--- config.mk ---
export PLATFORM = sky130hd
export DESIGN_NAME = mandlebrot_scheduler
export DESIGN_NICKNAME = d
export VERILOG_FILES = /design/src/rtl/mandlebrot_pkg.sv /design/src/rtl/mandlebrot_slot_arbiter.sv /design/src/rtl/mandlebrot_scheduler.sv
export SDC_FILE = /design/constraint.sdc
export NUM_CORES = 1
export LEC_CHECK = 0
export CAP_MARGIN = 20
export CELL_PAD_IN_SITES_DETAIL_PLACEMENT = 1
export CELL_PAD_IN_SITES_GLOBAL_PLACEMENT = 1
export CORE_MARGIN = 10
export CORE_UTILIZATION = 39
export CTS_CLUSTER_SIZE = 25
export DETAILED_ROUTE_END_ITERATION = 7
export PLACE_DENSITY = 0.81
export SLEW_MARGIN = 20
export SYNTH_ARGS = -nofsm -noshare
export SYNTH_HDL_FRONTEND = slang
export SYNTH_SLANG_ARGS = --single-unit
--- constraint.sdc ---
create_clock -name clk -period 3.65 [get_ports clk]
set_clock_uncertainty 0.1 [all_clocks]
set_input_delay 0.73 -clock clk [delete_from_list [all_inputs] [get_ports clk]]
set_output_delay 0.73 -clock clk [all_outputs]
set_load 0.03 [all_outputs]
--- src/rtl/mandlebrot_pkg.sv ---
// Shared types and defaults for the Mandelbrot frame scheduler.
// Holds the FSM state encoding and the pipeline slot bundle.
package mandlebrot_pkg;

  localparam int DEF_DATA_WIDTH = 8;
  localparam int DEF_ADDR_WIDTH = 9;
  localparam int DEF_NUM_PIXELS = 512;

  typedef enum logic [1:0] {
    ST_IDLE  = 2'd0,
    ST_RUN   = 2'd1,
    ST_DRAIN = 2'd2,
    ST_DONE  = 2'd3
  } state_t;

  typedef struct packed {
    logic                      valid;
    logic                      recirc;
    logic [DEF_ADDR_WIDTH-1:0] addr;
    logic [DEF_DATA_WIDTH-1:0] iter;
  } slot_t;

endpackage

--- src/rtl/mandlebrot_slot_arbiter.sv ---
// Per-cycle slot decision: retire, recirculate or start a new pixel.
// Recirculation outranks new issue so in-flight pixels never starve.
module mandlebrot_slot_arbiter
  import mandlebrot_pkg::*;
#(
  parameter int DATA_WIDTH = DEF_DATA_WIDTH,
  parameter int ADDR_WIDTH = DEF_ADDR_WIDTH
) (
  input  state_t                i_state,
  input  logic                  i_addr_left,
  input  logic [ADDR_WIDTH-1:0] i_next_addr,
  input  logic [DATA_WIDTH-1:0] i_cap,
  input  logic                  i_ret_valid,
  input  logic                  i_ret_escaped,
  input  logic [ADDR_WIDTH-1:0] i_ret_addr,
  input  logic [DATA_WIDTH-1:0] i_ret_iter,
  output logic                  o_retire,
  output logic                  o_new,
  output logic                  o_recirc,
  output logic                  o_valid,
  output logic [ADDR_WIDTH-1:0] o_addr,
  output logic [DATA_WIDTH-1:0] o_iter
);

  logic w_retire;
  logic w_recirc;
  logic w_new;

  assign w_retire = i_ret_valid &&
                    (i_ret_escaped || i_ret_iter >= i_cap);
  assign w_recirc = i_ret_valid && !w_retire;
  assign w_new    = !w_recirc && i_addr_left &&
                    (i_state == ST_RUN);

  assign o_retire = w_retire;
  assign o_recirc = w_recirc;
  assign o_new    = w_new;

  // Select what occupies the pipeline input slot next cycle.
  always_comb begin
    o_valid = 1'b0;
    o_addr  = '0;
    o_iter  = '0;
    unique case (1'b1)
      w_recirc: begin
        o_valid = 1'b1;
        o_addr  = i_ret_addr;
        o_iter  = i_ret_iter + 1'b1;
      end
      w_new: begin
        o_valid = 1'b1;
        o_addr  = i_next_addr;
      end
      default: ;
    endcase
  end

endmodule

--- src/rtl/mandlebrot_scheduler.sv ---
// Frame scheduler feeding the shared Mandelbrot iteration pipeline.
// Define MANDLEBROT_SCHED_STATS_EN for frame_cycles/recirc_count.
module mandlebrot_scheduler
  import mandlebrot_pkg::*;
#(
  parameter int DATA_WIDTH = DEF_DATA_WIDTH,
  parameter int ADDR_WIDTH = DEF_ADDR_WIDTH,
  parameter int NUM_PIXELS = DEF_NUM_PIXELS
) (
  input  logic                  clk,
  input  logic                  rst,
  input  logic                  start,
  input  logic [DATA_WIDTH-1:0] max_iter,
  output logic                  busy,
  output logic                  done,
  output logic                  issue_valid,
  output logic                  issue_recirc,
  output logic [ADDR_WIDTH-1:0] issue_addr,
  output logic [DATA_WIDTH-1:0] issue_iter,
  input  logic                  ret_valid,
  input  logic [ADDR_WIDTH-1:0] ret_addr,
  input  logic [DATA_WIDTH-1:0] ret_iter,
  input  logic                  ret_escaped,
  output logic                  we,
  output logic [ADDR_WIDTH-1:0] waddr,
  output logic [DATA_WIDTH-1:0] d
`ifdef MANDLEBROT_SCHED_STATS_EN
  ,
  output logic [31:0]           frame_cycles,
  output logic [31:0]           recirc_count
`endif
);

  localparam logic [ADDR_WIDTH:0] LP_NPIX =
    (ADDR_WIDTH+1)'(NUM_PIXELS);

  state_t                r_state;
  state_t                w_state_nxt;
  logic [DATA_WIDTH-1:0] r_cap;
  logic [ADDR_WIDTH:0]   r_next_addr;
  logic [ADDR_WIDTH:0]   r_inflight;

  logic                  w_accept;
  logic                  w_addr_left;
  logic                  w_retire;
  logic                  w_new;
  logic                  w_recirc;
  logic                  w_valid;
  logic [ADDR_WIDTH-1:0] w_addr;
  logic [DATA_WIDTH-1:0] w_iter;

  assign w_accept    = start &&
                       (r_state == ST_IDLE ||
                        r_state == ST_DONE);
  assign w_addr_left = r_next_addr < LP_NPIX;
  assign busy = (r_state == ST_RUN) ||
                (r_state == ST_DRAIN);
  assign done = (r_state == ST_DONE);

  mandlebrot_slot_arbiter #(
    .DATA_WIDTH (DATA_WIDTH),
    .ADDR_WIDTH (ADDR_WIDTH)
  ) u_arb (
    .i_state       (r_state),
    .i_addr_left   (w_addr_left),
    .i_next_addr   (r_next_addr[ADDR_WIDTH-1:0]),
    .i_cap         (r_cap),
    .i_ret_valid   (ret_valid),
    .i_ret_escaped (ret_escaped),
    .i_ret_addr    (ret_addr),
    .i_ret_iter    (ret_iter),
    .o_retire      (w_retire),
    .o_new         (w_new),
    .o_recirc      (w_recirc),
    .o_valid       (w_valid),
    .o_addr        (w_addr),
    .o_iter        (w_iter)
  );

  // Frame FSM state register.
  always_ff @(posedge clk or posedge rst) begin
    if (rst) r_state <= ST_IDLE;
    else     r_state <= w_state_nxt;
  end

  // Frame FSM next-state logic.
  always_comb begin
    w_state_nxt = r_state;
    unique case (r_state)
      ST_IDLE, ST_DONE: begin
        if (w_accept) w_state_nxt = ST_RUN;
      end
      ST_RUN: begin
        if (r_next_addr == LP_NPIX)
          w_state_nxt = ST_DRAIN;
      end
      ST_DRAIN: begin
        if (r_inflight == '0 && !ret_valid)
          w_state_nxt = ST_DONE;
      end
      default: w_state_nxt = ST_IDLE;
    endcase
  end

  // Cap, pixel cursor and in-flight bookkeeping.
  always_ff @(posedge clk or posedge rst) begin
    if (rst) begin
      r_cap       <= '0;
      r_next_addr <= '0;
      r_inflight  <= '0;
    end else begin
      if (w_accept) begin
        r_cap       <= max_iter;
        r_next_addr <= '0;
      end else if (w_new) begin
        r_next_addr <= r_next_addr + 1'b1;
      end
      if (w_new && !w_retire)
        r_inflight <= r_inflight + 1'b1;
      else if (w_retire && !w_new)
        r_inflight <= r_inflight - 1'b1;
    end
  end

  // Registered pipeline slot and framebuffer write.
  always_ff @(posedge clk or posedge rst) begin
    if (rst) begin
      issue_valid  <= 1'b0;
      issue_recirc <= 1'b0;
      issue_addr   <= '0;
      issue_iter   <= '0;
      we           <= 1'b0;
      waddr        <= '0;
      d            <= '0;
    end else begin
      issue_valid  <= w_valid;
      issue_recirc <= w_recirc;
      issue_addr   <= w_addr;
      issue_iter   <= w_iter;
      we           <= w_retire;
      waddr        <= w_retire ? ret_addr : '0;
      d            <= w_retire ? ret_iter : '0;
    end
  end

`ifdef MANDLEBROT_SCHED_STATS_EN
  // Per-frame cycle and recirculation counters.
  always_ff @(posedge clk or posedge rst) begin
    if (rst) begin
      frame_cycles <= '0;
      recirc_count <= '0;
    end else if (w_accept) begin
      frame_cycles <= '0;
      recirc_count <= '0;
    end else if (busy) begin
      frame_cycles <= frame_cycles + 1'b1;
      if (w_recirc)
        recirc_count <= recirc_count + 1'b1;
    end
  end
`endif

endmodule

==> results.sh <==
export IMPL_status="finished clean"
export IMPL_area_growth_pct=42.3
export IMPL_seq_power_share=0.265
export IMPL_powerDensity_nw_per_um2=866
export IMPL_worst_setup_path_type="in -> reg"
export IMPL_cp_data_arrival_time_ns=3.70
export IMPL_clkPwrFrac=0.174
export IMPL_fp_coreArea_um2=8220
export IMPL_switchingPower_mw=1.70
export IMPL_setup_slack_ns=0.0806
export IMPL_final_core_util=0.571
export IMPL_use_met1=0.181
export IMPL_worst_pin_slew_ns=0.861
export IMPL_end_kind="register"
export IMPL_register_area_um2=1680
export IMPL_cts_made_buffers=9
export IMPL_layout_drive_gt1_share=0.191
export IMPL_critical_path_reg2reg_endpoint="r_inflight[7]"
export IMPL_intPower_mw=2.37
export IMPL_pin_count_of_the_biggest_net_entering_global_routing=42
export IMPL_antenna_found_initial=0
export IMPL_design_portCount=69
export IMPL_worstHoldEndpoint="r_cap[0]"
export IMPL_hold_path_startpoint="r_cap[0]"
export IMPL_wirelength_mm=11.2
export IMPL_cp_data_required_time_ns=3.78
export IMPL_grt_max_usage_layer="met2"
export IMPL_post_synth_cell_area_avg_um2=10.1
export IMPL_crit_path_top_delay_cell="clkdlybuf4s50_1"
export IMPL_path_max_fanout=6
export IMPL_effective_utilization_at_floorplan=0.402
export IMPL_critPathLaunchType="primary input"
export IMPL_ys_seq_elements=67
export IMPL_std_cell_rows=33
export IMPL_worst_path_largest_cell_delay_ns=0.47
export IMPL_synth_seq_area_share=0.508
export IMPL_globalRouteMet3Util=0.0435
export IMPL_worst_setup_hold_path_clk_slew_ns=0.07
export IMPL_ctsLongestPathBuffers=2
export IMPL_first_global_vias=3156
export IMPL_rsz0062_at_grt="yes"
export IMPL_hold_depth=2
export IMPL_count_of_final_setup_violators=0
export IMPL_dp_cells=527
export IMPL_power_leakage_nw=2.21
export IMPL_cts_stage_hold_buffer_count=0
export IMPL_count_of_synthesis_stage_warnings_from_yosys=0
export IMPL_final_instance_count_excl_fill=545
export IMPL_ff2ff_path_depth=15
export IMPL_hp_class="reg -> reg"
export IMPL_die_w_um=112
export IMPL_floorplan_die_area_um2=12500
export IMPL_fillerInstances=899
export IMPL_post_layout_total_power_mw=4.07
export IMPL_cts_htree_levels=3
export IMPL_detailroute_via_count=2864
export IMPL_worst_hold_margin_ns=0.390
export IMPL_hold_viol=0
export IMPL_top_library_cells_by_usage_in_the_layout_fill_and_taps_aside="67 x dfrtp_1, 61 x clkdlybuf4s50_1, 38 x buf_4, 31 x nor2_1, 30 x inv_1"
export IMPL_cts_root_buffer_cell="clkbuf_8"
export IMPL_clk_latency_ns=0.36
export IMPL_regToRegSetupSlack_ns=0.32
export IMPL_dr_pass1_iters=4
export IMPL_final_period_utilization=0.978
export IMPL_fmaxAchievable_mhz=280
export IMPL_dr_first_iter_drc_count=130
export IMPL_cap_viol_max_count=0
export IMPL_p_sw_frac=0.418
export IMPL_layout_nets=490
export IMPL_die_height_um=112
export IMPL_critical_path_reg2reg_startpoint="r_cap[6]"
export IMPL_dp_hpwl_mm=7.14
export IMPL_gr_total_overflow=0
export IMPL_placement_io_buffers=68
export IMPL_multi_input_comb_area_um2=1570
export IMPL_gr_usage_met2=0.286
export IMPL_cts_tree="built"
export IMPL_ir_drop_uv=416
export IMPL_syn_cell_area_um2=3300
export IMPL_synth_instances=327
export IMPL_slew_headroom=0.425
export IMPL_ordered_list_of_cells_on_the_worst_path="clkdlybuf4s50_1 > ha_1 > nand2_1 > o21ai_1 > a211o_2 > and2_4 > ha_2 > inv_4 > ha_1 > a21oi_2 > o2111ai_2 > a21o_1 > a21oi_2 > xor2_1 > o21ai_0"
export IMPL_pre_cts_ws_ns=-0.533
export IMPL_cts_sink_count=67
export IMPL_syn_nets=382
export IMPL_power_combinational_fraction=0.561
export IMPL_timing_final_crit_period_ns=3.57
export IMPL_route_detailed_vias_per_inst=5.26
export IMPL_number_of_distinct_library_cells_after_synthesis=45
export IMPL_report_final_slew_viol_count=0
export IMPL_wire_per_inst_um=20.6
export IMPL_route_antenna_remaining_nets=0
export IMPL_grt_first_pass_wirelength_mm=16.6
export IMPL_gp_routability_congestion=0.851
export IMPL_groute_usage_overall=0.163
export IMPL_final_common_cell="dfrtp_1"
export IMPL_drc_errors=0
export IMPL_antenna_diode_count=0
==> worst max path at each step <==
stage,start,endpoint,slack (ns),depth (start not counted)
6_report,ret_iter[1],r_inflight[7],0.08,15
4_1_cts,ret_iter[5],r_inflight[7],0.005,15
5_1_grt,ret_iter[1],r_inflight[7],-0.07,15
3_5_place_dp,ret_iter[4],r_inflight[6],-0.53,15
3_3_place_gp,ret_iter[4],r_inflight[6],-0.40,15
2_1_floorplan,ret_iter[6],r_inflight[7],0.006,15
==> critical path, delay by kind of cell <==
family          cells  cell delay (ns)
compound gates      7             1.22
xor+xnor            1             0.16
fa+ha+maj           3             0.77
buf+inv             2             0.58
simple gates        2             0.23
==> Yosys cell counts, drive strengths merged <==
master | n | area, µm²
mux2 | 1 | 15.0
nand2b | 2 | 12.5
inv | 34 | 128
a222oi | 1 | 10.0
a21o | 1 | 7.51
a21oi | 11 | 58.8
ha | 24 | 300
or3 | 2 | 12.5
a211oi | 1 | 7.51
clkbuf | 5 | 28.8
nor3b | 5 | 37.5
and3 | 5 | 31.3
nor2b | 3 | 18.8
nand3 | 20 | 100
dfrtp | 67 | 1680
nor3 | 2 | 10.0
o41ai | 1 | 8.76
fa | 1 | 20.0
a211o | 1 | 10.0
xnor2 | 6 | 52.6
nand4 | 3 | 18.8
a221oi | 1 | 8.76
o211ai | 2 | 15.0
o2111ai | 1 | 8.76
nand4b | 1 | 8.76
nand2 | 27 | 101
mux2i | 4 | 40.0
buf | 4 | 37.5
and2 | 11 | 71.3
nor4 | 3 | 18.8
o221ai | 2 | 23.8
nor2 | 33 | 126
o31ai | 3 | 27.5
nor4b | 1 | 8.76
xor2 | 13 | 114
o21ai | 25 | 125
==> area by class of cell <==
type / count / area share
Clock inverter: 7 / 0.0213
Timing Repair Buffer: 106 / 0.205
Clock buffer: 9 / 0.0264
Inverter: 34 / 0.0277
Multi-Input combinational cell: 217 / 0.334
Sequential cell: 67 / 0.357
Tap cell: 105 / 0.0280
==> kinds of logic (layout without fill, tap and decap cells) <==
| family | count (synthesis) | after routing | synth area share |
|---|---|---|---|
| DFF | 67 | 67 | 0.508 |
| muxes | 5 | 5 | 0.0167 |
| buffers and inverters | 43 | 156 | 0.0588 |
| and+or+nand+nor | 118 | 118 | 0.175 |
| xor gates and xnor gates | 19 | 19 | 0.0504 |
| adders and majority gates | 25 | 25 | 0.0970 |
| AOI/OAI and AO/OA | 50 | 50 | 0.0944 |
==> flip-flops by register name (all words and copies together) (netlist names) <==
signal / flops
r_next_addr: 10
d: 8
issue_valid: 1
we: 1
waddr: 9
issue_addr: 9
r_inflight: 10
r_cap: 8
issue_recirc: 1
r_state: 2
issue_iter: 8
==> power by group through the flow <==
stage	sequential (mW)	clock, mW	combinational, mW
6_report	1.08	0.707	2.28
5_1_grt	1.10	0.752	2.50
4_1_cts	1.06	0.712	2.10
3_5_place_dp	1.07	0	1.99
3_3_place_gp	1.06	0	1.88
2_1_floorplan	1.16	0	1.15
==> metal layers <==
layer / routed length [µm] / vias up / part of all wire
met5: 0 / - / 0
met4: 180 / 0 / 0.016
met3: 485 / 14 / 0.043
met2: 5770 / 80 / 0.51
met1: 4790 / 1458 / 0.43
li1: - / 1312 / -
==> through the flow <==
step | instance area, µm² | TNS [ns]
after floorplan | 3310 | 0
after global placement | 4330 | -1.93
after detailed placement | 4330 | -2.77
after CTS | 4610 | 0
after global routing | 4700 | -0.127
final | 4700 | 0
==> what timing repair did <==
action                                  CTS  global route
endpoints found under the setup margin    4             4
pin swaps                                 5             8
setup buffers                             0             2
gates resized for setup                  15            14
(Power assumes the default switching activity.)
